[config.mk]
export PLATFORM = sky130hd
export DESIGN_NAME = lsu_stage_flat
export DESIGN_NICKNAME = d
export VERILOG_FILES = /design/src/rtl/lsu_stage_if.sv /design/src/rtl/lsu_stage.sv /design/src/flat_wrapper.sv
export SDC_FILE = /design/constraint.sdc
export NUM_CORES = 1
export LEC_CHECK = 0
export ABC_CLOCK_PERIOD_IN_PS = 3650
export CAP_MARGIN = 20
export CORE_MARGIN = 2
export CORE_UTILIZATION = 29
export DETAILED_ROUTE_END_ITERATION = 7
export SETUP_SLACK_MARGIN = 0.2
export SYNTH_ARGS = -nofsm -noshare
export SYNTH_HDL_FRONTEND = slang
export SYNTH_SLANG_ARGS = --single-unit
[constraint.sdc]
create_clock -name clk -period 3.65 [get_ports clk]
set_input_delay 1.095 -clock clk [delete_from_list [all_inputs] [get_ports clk]]
set_output_delay 1.095 -clock clk [all_outputs]
set_load 0.02 [all_outputs]
[src/rtl/lsu_stage_if.sv]
// lsu_stage_if: request, data-bus, writeback and fault signals of the
// load/store stage. The execute stage / memory model side uses "master",
// the LSU itself uses "slave". Data width mirrors XLEN from defines.vh.
interface lsu_stage_if;
  localparam int XLEN = 32;

  // execute-stage request
  logic            req_valid;
  logic            req_ready;
  logic [6:0]      opcode;
  logic [2:0]      funct3;
  logic [XLEN-1:0] addr;
  logic [XLEN-1:0] store_data;
  logic [4:0]      rd;

  // data bus
  logic            dmem_req;
  logic            dmem_we;
  logic [XLEN-1:0] dmem_addr;
  logic [XLEN-1:0] dmem_wdata;
  logic [3:0]      dmem_be;
  logic            dmem_ack;
  logic [XLEN-1:0] dmem_rdata;

  // writeback, fault, stall
  logic            wb_valid;
  logic [4:0]      wb_rd;
  logic [XLEN-1:0] wb_data;
  logic            fault;
  logic [XLEN-1:0] fault_addr;
  logic            busy;

  modport master (
    output req_valid, opcode, funct3, addr, store_data, rd, dmem_ack, dmem_rdata,
    input  req_ready, dmem_req, dmem_we, dmem_addr, dmem_wdata, dmem_be,
    input  wb_valid, wb_rd, wb_data, fault, fault_addr, busy
  );

  modport slave (
    input  req_valid, opcode, funct3, addr, store_data, rd, dmem_ack, dmem_rdata,
    output req_ready, dmem_req, dmem_we, dmem_addr, dmem_wdata, dmem_be,
    output wb_valid, wb_rd, wb_data, fault, fault_addr, busy
  );
endinterface

[src/rtl/lsu_stage.sv]
// lsu_stage: single-outstanding load/store unit. IDLE accepts a request,
// BUS holds a data-bus access until ack (or timeout), RESP writes a load back.
// Optional feature: define LSU_MISALIGN_TRAP_EN to fault on misaligned
// half/word accesses; otherwise the low address bits are cleared to the
// access size and the access proceeds.
module lsu_stage #(
  parameter int TIMEOUT_CYCLES = 64
) (
  input logic       clk,
  input logic       rst_n,
  lsu_stage_if.slave bus
);
  localparam int XLEN = 32;
  localparam logic [6:0] OP_LOAD  = 7'b0000011;
  localparam logic [6:0] OP_STORE = 7'b0100011;
  localparam logic [7:0] WAIT_LAST = 8'(TIMEOUT_CYCLES - 1);

  typedef enum logic [1:0] {IDLE, BUS, RESP} state_t;

  state_t          state_reg;
  logic [7:0]      wait_cnt_reg;
  logic            is_load_reg;
  logic [2:0]      funct3_reg;
  logic [1:0]      offset_reg;
  logic [XLEN-1:0] addr_reg;
  logic [4:0]      rd_reg;

  logic            is_load;
  logic            is_store;
  logic            f3_legal;
  logic            addr_legal;
  logic            size_half;
  logic            size_word;
  logic [1:0]      offset_next;
  logic [3:0]      be_next;
  logic [XLEN-1:0] wdata_next;
  logic [7:0]      ld_byte;
  logic [15:0]     ld_half;
  logic [XLEN-1:0] load_data;

  assign bus.req_ready = (state_reg == IDLE);
  assign bus.busy      = (state_reg != IDLE);

  // Decode the presented request: kind, funct3 legality and access size.
  always_comb begin
    is_load   = (bus.opcode == OP_LOAD);
    is_store  = (bus.opcode == OP_STORE);
    size_half = (bus.funct3[1:0] == 2'b01);
    size_word = (bus.funct3[1:0] == 2'b10);
    f3_legal  = 1'b0;
    if (is_load) begin
      f3_legal = (bus.funct3 == 3'b000) || (bus.funct3 == 3'b001) || (bus.funct3 == 3'b010) ||
                 (bus.funct3 == 3'b100) || (bus.funct3 == 3'b101);
    end else if (is_store) begin
      f3_legal = (bus.funct3 == 3'b000) || (bus.funct3 == 3'b001) || (bus.funct3 == 3'b010);
    end
  end

  // Alignment policy: trap on misalignment, or silently clear the low bits.
  always_comb begin
`ifdef LSU_MISALIGN_TRAP_EN
    addr_legal = !((size_half && bus.addr[0]) || (size_word && (bus.addr[1:0] != 2'b00)));
`else
    addr_legal = 1'b1;
`endif
    if (size_word)      offset_next = 2'b00;
    else if (size_half) offset_next = {bus.addr[1], 1'b0};
    else                offset_next = bus.addr[1:0];
  end

  // Byte enables follow the (aligned) access size and offset.
  always_comb begin
    if (size_word)      be_next = 4'b1111;
    else if (size_half) be_next = 4'b0011 << offset_next;
    else                be_next = 4'b0001 << offset_next;
  end

  // Store data lanes: byte replicated x4, half replicated x2, word as-is.
  for (genvar gi = 0; gi < 4; gi++) begin : g_lane
    assign wdata_next[8*gi +: 8] =
        (bus.funct3[1:0] == 2'b00) ? bus.store_data[7:0] :
        (bus.funct3[1:0] == 2'b01) ? bus.store_data[8*(gi % 2) +: 8] :
                                     bus.store_data[8*gi +: 8];
  end

  // Load extraction from the returned word using the latched size/offset.
  always_comb begin
    ld_byte = bus.dmem_rdata[{offset_reg, 3'b000} +: 8];
    ld_half = offset_reg[1] ? bus.dmem_rdata[31:16] : bus.dmem_rdata[15:0];
    case (funct3_reg)
      3'b000:  load_data = {{24{ld_byte[7]}}, ld_byte};
      3'b001:  load_data = {{16{ld_half[15]}}, ld_half};
      3'b100:  load_data = {24'h0, ld_byte};
      3'b101:  load_data = {16'h0, ld_half};
      default: load_data = bus.dmem_rdata;
    endcase
  end

  // Control FSM with registered bus, writeback and fault outputs.
  always_ff @(posedge clk or negedge rst_n) begin
    if (!rst_n) begin
      state_reg      <= IDLE;
      wait_cnt_reg   <= 8'd0;
      is_load_reg    <= 1'b0;
      funct3_reg     <= 3'b000;
      offset_reg     <= 2'b00;
      addr_reg       <= '0;
      rd_reg         <= 5'd0;
      bus.dmem_req   <= 1'b0;
      bus.dmem_we    <= 1'b0;
      bus.dmem_addr  <= '0;
      bus.dmem_wdata <= '0;
      bus.dmem_be    <= 4'b0000;
      bus.wb_valid   <= 1'b0;
      bus.wb_rd      <= 5'd0;
      bus.wb_data    <= '0;
      bus.fault      <= 1'b0;
      bus.fault_addr <= '0;
    end else begin
      // wb_valid and fault are single-cycle pulses
      bus.wb_valid <= 1'b0;
      bus.fault    <= 1'b0;
      case (state_reg)
        IDLE: begin
          if (bus.req_valid && (is_load || is_store)) begin
            if (f3_legal && addr_legal) begin
              state_reg      <= BUS;
              wait_cnt_reg   <= 8'd0;
              is_load_reg    <= is_load;
              funct3_reg     <= bus.funct3;
              offset_reg     <= offset_next;
              addr_reg       <= bus.addr;
              rd_reg         <= bus.rd;
              bus.dmem_req   <= 1'b1;
              bus.dmem_we    <= is_store;
              bus.dmem_addr  <= {bus.addr[XLEN-1:2], 2'b00};
              bus.dmem_wdata <= is_store ? wdata_next : '0;
              bus.dmem_be    <= be_next;
            end else begin
              bus.fault      <= 1'b1;
              bus.fault_addr <= bus.addr;
            end
          end
        end
        BUS: begin
          if (bus.dmem_ack) begin
            state_reg    <= RESP;
            bus.dmem_req <= 1'b0;
            bus.dmem_we  <= 1'b0;
            if (is_load_reg) begin
              bus.wb_valid <= 1'b1;
              bus.wb_rd    <= rd_reg;
              bus.wb_data  <= load_data;
            end
          end else if (wait_cnt_reg == WAIT_LAST) begin
            state_reg      <= IDLE;
            bus.dmem_req   <= 1'b0;
            bus.dmem_we    <= 1'b0;
            bus.fault      <= 1'b1;
            bus.fault_addr <= addr_reg;
          end else begin
            wait_cnt_reg <= wait_cnt_reg + 8'd1;
          end
        end
        RESP: state_reg <= IDLE;
        default: state_reg <= IDLE;
      endcase
    end
  end
endmodule

[src/flat_wrapper.sv]
// flat-port wrapper written by rule: the top's interface ports become plain ports
module lsu_stage_flat 
#(
  parameter int TIMEOUT_CYCLES = 64
)
  (clk, rst_n, bus_req_valid, bus_opcode, bus_funct3, bus_addr, bus_store_data, bus_rd, bus_dmem_ack, bus_dmem_rdata, bus_req_ready, bus_dmem_req, bus_dmem_we, bus_dmem_addr, bus_dmem_wdata, bus_dmem_be, bus_wb_valid, bus_wb_rd, bus_wb_data, bus_fault, bus_fault_addr, bus_busy);
  lsu_stage_if bus_i ();
  input logic clk;
  input logic rst_n;
  input wire logic [$bits(bus_i.req_valid)-1:0] bus_req_valid;
  input wire logic [$bits(bus_i.opcode)-1:0] bus_opcode;
  input wire logic [$bits(bus_i.funct3)-1:0] bus_funct3;
  input wire logic [$bits(bus_i.addr)-1:0] bus_addr;
  input wire logic [$bits(bus_i.store_data)-1:0] bus_store_data;
  input wire logic [$bits(bus_i.rd)-1:0] bus_rd;
  input wire logic [$bits(bus_i.dmem_ack)-1:0] bus_dmem_ack;
  input wire logic [$bits(bus_i.dmem_rdata)-1:0] bus_dmem_rdata;
  output wire logic [$bits(bus_i.req_ready)-1:0] bus_req_ready;
  output wire logic [$bits(bus_i.dmem_req)-1:0] bus_dmem_req;
  output wire logic [$bits(bus_i.dmem_we)-1:0] bus_dmem_we;
  output wire logic [$bits(bus_i.dmem_addr)-1:0] bus_dmem_addr;
  output wire logic [$bits(bus_i.dmem_wdata)-1:0] bus_dmem_wdata;
  output wire logic [$bits(bus_i.dmem_be)-1:0] bus_dmem_be;
  output wire logic [$bits(bus_i.wb_valid)-1:0] bus_wb_valid;
  output wire logic [$bits(bus_i.wb_rd)-1:0] bus_wb_rd;
  output wire logic [$bits(bus_i.wb_data)-1:0] bus_wb_data;
  output wire logic [$bits(bus_i.fault)-1:0] bus_fault;
  output wire logic [$bits(bus_i.fault_addr)-1:0] bus_fault_addr;
  output wire logic [$bits(bus_i.busy)-1:0] bus_busy;
  assign bus_i.req_valid = bus_req_valid;
  assign bus_i.opcode = bus_opcode;
  assign bus_i.funct3 = bus_funct3;
  assign bus_i.addr = bus_addr;
  assign bus_i.store_data = bus_store_data;
  assign bus_i.rd = bus_rd;
  assign bus_i.dmem_ack = bus_dmem_ack;
  assign bus_i.dmem_rdata = bus_dmem_rdata;
  assign bus_req_ready = bus_i.req_ready;
  assign bus_dmem_req = bus_i.dmem_req;
  assign bus_dmem_we = bus_i.dmem_we;
  assign bus_dmem_addr = bus_i.dmem_addr;
  assign bus_dmem_wdata = bus_i.dmem_wdata;
  assign bus_dmem_be = bus_i.dmem_be;
  assign bus_wb_valid = bus_i.wb_valid;
  assign bus_wb_rd = bus_i.wb_rd;
  assign bus_wb_data = bus_i.wb_data;
  assign bus_fault = bus_i.fault;
  assign bus_fault_addr = bus_i.fault_addr;
  assign bus_busy = bus_i.busy;
  lsu_stage #(.TIMEOUT_CYCLES(TIMEOUT_CYCLES)) u_core (.clk(clk), .rst_n(rst_n), .bus(bus_i));
endmodule
==> impl_metrics.yaml, run 1 <==
detailed_routing:
  drt_first_pass_iters: 5
  num_vias: 6535
  maxUsedRoutingLayer: "met4"
  totalWireLength_um: 23700
  viasPerCell: 4.64
  wl_met3_um: 1270
  wl_per_cell_um: 16.8
  routed-wl-met2_um: 10900
  drt-initial-drc-count: 373
  met1_length_um: 11100
  drt.antenna.violating_nets: 0
  route.detailed.drc: 0
grt:
  grt_antenna_before_repair: 0
  grt-ovfl-total: 0
  grt_usage: 0.164
  grt_pass1_vias: 6502
  grt_pass1_wl_um: 37200
  grt_max_degree: 54
die:
  start_util: 0.297
  core_um2: 27100
  rows: 60
  pin_count: 258
  die_h_um: 171
  die_x_um: 171
  dieArea_um2: 29100
worst_setup_path:
  worstSetupStartpointType: "register"
  reg2reg_slack_ns: 1.24
  worst-path-max-fanout: 6
  worstPathArrival_ns: 1.93
  critPathKind: "register to output pin"
  cp.required_ns: 2.55
  setup.worst_path.end_class: "output pin"
cts:
  tritoncts: "done"
  cts_resized: 0
  htreeDepth: 4
  root_buffer: "clkbuf_16"
  clock-sinks: 162
  clk_pin_slew_worst_paths_ns: 0.07
  cts_hold_buf: 0
  postCtsSetupRepairBufs: 0
  clk_latency_ns: 0.42
  cts_buffer_depth: 2
  cts_made_buffers: 17
synth:
  synthArstFlopShare: 1.00
  yosysWarnings: 0
  synth_edf_count: 0
  synthCells: 810
  synthesis.area_um2: 8040
  ys.flop_type: "dfrtp_1"
  ys_seq_area_frac: 0.504
  avgSynthCellArea_um2: 9.93
  synth_seq_cells: 162
  synthDistinctLibCells: 45
placement:
  io_buffers: 255
  placed_area_um2: 10800
  dpl.hpwl_um: 17000
  gp_congestion: 0.792
  dp_cells: 1375
final_layout:
  drive_gt1_frac: 0.130
  design_area_um2: 11400
  syn_to_final_growth_pct: 41.9
  post-route-util: 0.421
  fin_nets: 1139
  finalNonFillerCells: 1408
  diodes: 0
timing:
  rsz0062_at_grt: "no"
  setup_tns_ns: 0
  slew-limit-headroom: 0.351
  hold_violations: 0
  slew_violations: 0
  worst_hold_slack_ns: 0.457
  fin_crit_sh: 0.828
  worst_pin_slew_ns: 0.970
  period_needed_ns: 3.02
  setup_viol: 0
  fmax_mhz: 331
  finClkSkew_ns: 0.0118
pwr:
  ir_drop_v: 0.000274
  power.density_nw_per_um2: 400
  p_leak_nw: 5.07
flow_run:
  cap_violations: 0
outcome:
  run_status: "complete, no violations"
hold_path:
  holdCritPathClass: "register to register"
==> critical path: stages (launching register included) <==
cell and delay, ns:
dfrtp_1 0.46, or2_2 0.36, inv_1 0.07, clkdlybuf4s50_1 0.62
==> routing by layer <==
layer  vias up  track usage
met2       194        0.255
met3        19       0.0356
met4         0       0.0543
met5         -            0
li1       3149            -
met1      3173        0.227
==> cell usage after synthesis, drive strengths merged (9+ instances only) <==
master  instances  area, um2
a211oi         10       75.1
o31ai          24        180
a221oi          9       78.8
nor2           40        150
a21oi          30        150
buf            42        335
dfrtp         162       4050
inv            16       60.1
mux2           70        897
mux2i          32        320
o21ai          50        250
nand2         217        815
clkbuf         43        161
==> path summary, 6_finish.rpt <==
kind                                        startpoint                        end  cells after the start
worst max-delay path               u_core.state_reg[1]              bus_req_ready                      3
worst min-delay path                  u_core.rd_reg[0]        u_core.bus.wb_rd[0]                      2
worst max register to register  u_core.wait_cnt_reg[0]  u_core.bus.fault_addr[16]                      6
worst min register to register        u_core.rd_reg[0]        u_core.bus.wb_rd[0]                      2
max in group asynchronous                        rst_n        u_core.addr_reg[26]                      2
min in group asynchronous                        rst_n        u_core.addr_reg[10]                      1
==> cells in the final DEF (no fill, tap or decap), types with 19 or more instances in the layout <==
master,instances
buf_4,19
o31ai_1,24
mux2_4,29
o21ai_0,50
clkdlybuf4s50_1,254
mux2i_1,32
nor2_1,40
mux2_2,41
nand2_1,217
a21oi_1,30
dfrtp_1,162
==> report_power, final <==
part	switching (mW)	internal (mW)
sequential	0.0686	1.89
clock	0.817	1.05
combinational	0.344	0.397
==> through the flow <==
stage               power, mW  setup WS (ns)
finish                   4.57          0.628
global route             4.76          0.552
CTS                      4.63          0.597
detailed placement       2.74          0.328
global placement         2.73          0.396
floorplan                2.35           1.06
==> final cells by class <==
| class | count | area [um2] |
|---|---|---|
| Tap cell | 372 | 465 |
| Timing Repair Buffer | 278 | 2770 |
| Clock inverter | 14 | 170 |
| Inverter | 16 | 60.1 |
| Sequential cell | 162 | 4050 |
| Multi-Input combinational cell | 548 | 3460 |
| Fill cell | 2631 | 15700 |
| Clock buffer | 18 | 439 |
==> cell families (layout without fill, tap and decap cells) <==
kind of cell	after synthesis	after routing	synth area share
simple gates	293	293	0.153
flops	162	162	0.504
compound gates	149	149	0.118
mux	103	103	0.154
buf+inv	101	326	0.0692
fa+ha+maj	1	1	0.00156
other cells	1	2	0.000466
(Power assumes the default switching activity.)
==> inputs of run 2 (changes only) <==
- ABC_CLOCK_PERIOD_IN_PS: 3650 -> 2800
- clock period: 3.65 -> 2.8 ns (I/O delays scaled with it)
==> run 2 against run 1 <==
Against the previous run:
- setup slack worse by 0.34 ns
- cell count is 1.3% higher
- sequential cell count did not move
- combinational power is 33% higher
- critical endpoint unchanged
- largest cell class unchanged
- largest power group unchanged
==> impl_metrics.yaml, run 2 (synthesis results as in run 1) <==
detailed_routing:
  wl_met3_um: 1300
  drt-initial-drc-count: 353
  routed-wl-met2_um: 11400
  route.detailed.drc: 0
  viasPerCell: 4.67
  num_vias: 6657
  drt.antenna.violating_nets: 0
  wl_per_cell_um: 16.9
  drt_first_pass_iters: 4
  totalWireLength_um: 24100
  met1_length_um: 10900
  maxUsedRoutingLayer: "met4"
final_layout:
  final_common_cell: "clkdlybuf4s50_1"
  design_area_um2: 11600
  syn_to_final_growth_pct: 44.3
  fin_nets: 1158
  layout_common_cells: "clkdlybuf4s50_1, nand2_1, dfrtp_1"
  drive_gt1_frac: 0.143
  diodes: 0
worst_setup_path:
  worst-path-max-fanout: 6
  crit_buf_inv: 2
  critPathKind: "register to output pin"
  slowest_stage: "dfrtp_1"
  worstSetupStartpointType: "register"
  setup.worst_path.end_class: "output pin"
  max_stage_delay_ns: 0.45
  worstPathArrival_ns: 1.67
  cp.required_ns: 1.96
  crit_family: "flip-flops"
  worstPathCellList: "or2_2 > inv_1 > dlygate4sd2_1"
timing:
  slew-limit-headroom: 0.368
  finClkSkew_ns: 0.0128
  fin_ws_ns: 0.292
  setup_viol: 0
  slew_violations: 0
  fin_crit_sh: 0.896
  rsz0062_at_grt: "no"
  setup_tns_ns: 0
  worst_pin_slew_ns: 0.944
  period_needed_ns: 2.51
  fmax_mhz: 399
  hold_violations: 0
die:
  rows: 60
  pin_count: 258
  core_um2: 27100
  die_h_um: 171
  start_util: 0.297
  dieArea_um2: 29100
  die_x_um: 171
cts:
  root_buffer: "clkbuf_16"
  clk_latency_ns: 0.42
  clk_pin_slew_worst_paths_ns: 0.07
  cts_made_buffers: 17
  cts_buffer_depth: 2
  clock-sinks: 162
  htreeDepth: 4
  tritoncts: "done"
placement:
  pre_cts_ws_ns: -0.0371
  gp_congestion: 0.799
  placed_area_um2: 11000
  dpl.hpwl_um: 17600
  io_buffers: 255
pwr:
  power.density_nw_per_um2: 520
  ir_drop_v: 0.000321
  p_leak_nw: 5.18
grt:
  grt_antenna_before_repair: 0
  grt_max_degree: 52
  grt-ovfl-total: 0
  grt_usage: 0.168
  grt_pass1_wl_um: 38000
  grt_pass1_vias: 6810
flow_run:
  cap_violations: 0
hold_path:
  holdCritPathClass: "input pin to asynchronous set/reset pin"
outcome:
  run_status: "complete, no violations"
-- run 2: changes by cell type in the layout (fill, tap and decap cells not counted), moves of 2 or more --
cell / before / now
inv_6: 5 / 2
dlygate4sd2_1: 0 / 2
buf_12: 2 / 7
clkinvlp_4: 1 / 3
clkbuf_1: 0 / 2
buf_4: 19 / 35
bufinv_16: 2 / 4
clkdlybuf4s50_1: 254 / 252
-- run 2: where the power goes --
part | switching [mW] | internal [mW] | total, mW
registers | 0.0898 | 2.46 | 2.55
clock network | 1.01 | 1.50 | 2.50
logic | 0.453 | 0.530 | 0.983
total | 1.55 | 4.49 | 6.04
-- run 2: final timing paths --
path / startpoint / to / slack, ns / cells past startpoint
min in group clk: u_core.rd_reg[4] / u_core.bus.wb_rd[4] / 0.47 / 2
max in group asynchronous: rst_n / u_core.bus.wb_data[6] / 1.77 / 2
worst min register to register: u_core.rd_reg[4] / u_core.bus.wb_rd[4] / 0.47 / 2
worst max register to register: u_core.wait_cnt_reg[0] / u_core.bus.fault_addr[24] / 0.51 / 6
worst max-delay path: u_core.state_reg[0] / bus_req_ready / 0.29 / 3
worst min-delay path: rst_n / u_core.addr_reg[5] / 0.37 / 1
-- run 2: layout make-up --
type,count,area [um2]
fillers,2639,15500
flip-flops and latches,162,4050
multi-input cells,548,3460
repair buffers,297,2950
well taps,372,465
clock buffers,19,433
clock inverters,12,183
inverters,16,60.1
-- run 2: repair_timing --
item                                    4_1_cts  5_1_grt
setup buffers                                 0        0
gates resized for setup                       2        0
endpoints found under the setup margin        2        0
hold buffers                                  0        0
-- run 2: layer usage --
layer | GRT usage | vias to the layer above
met4 | 0.0539 | 0
met3 | 0.0354 | 29
met5 | 0 | -
met1 | 0.223 | 3245
li1 | - | 3193
met2 | 0.275 | 190
-- run 2: stage by stage --
| step | instances | hold slack [ns] | total power [mW] | util |
|---|---|---|---|---|
| after floorplan | 811 | 0.433 | 3.07 | - |
| after global placement | 1395 | 0.441 | 3.57 | 0.406 |
| after detailed placement | 1395 | 0.454 | 3.59 | 0.406 |
| after CTS | 1426 | 0.365 | 6.13 | 0.428 |
| after global routing | 1426 | 0.392 | 6.30 | 0.428 |
| final | 1426 | 0.370 | 6.04 | 0.428 |
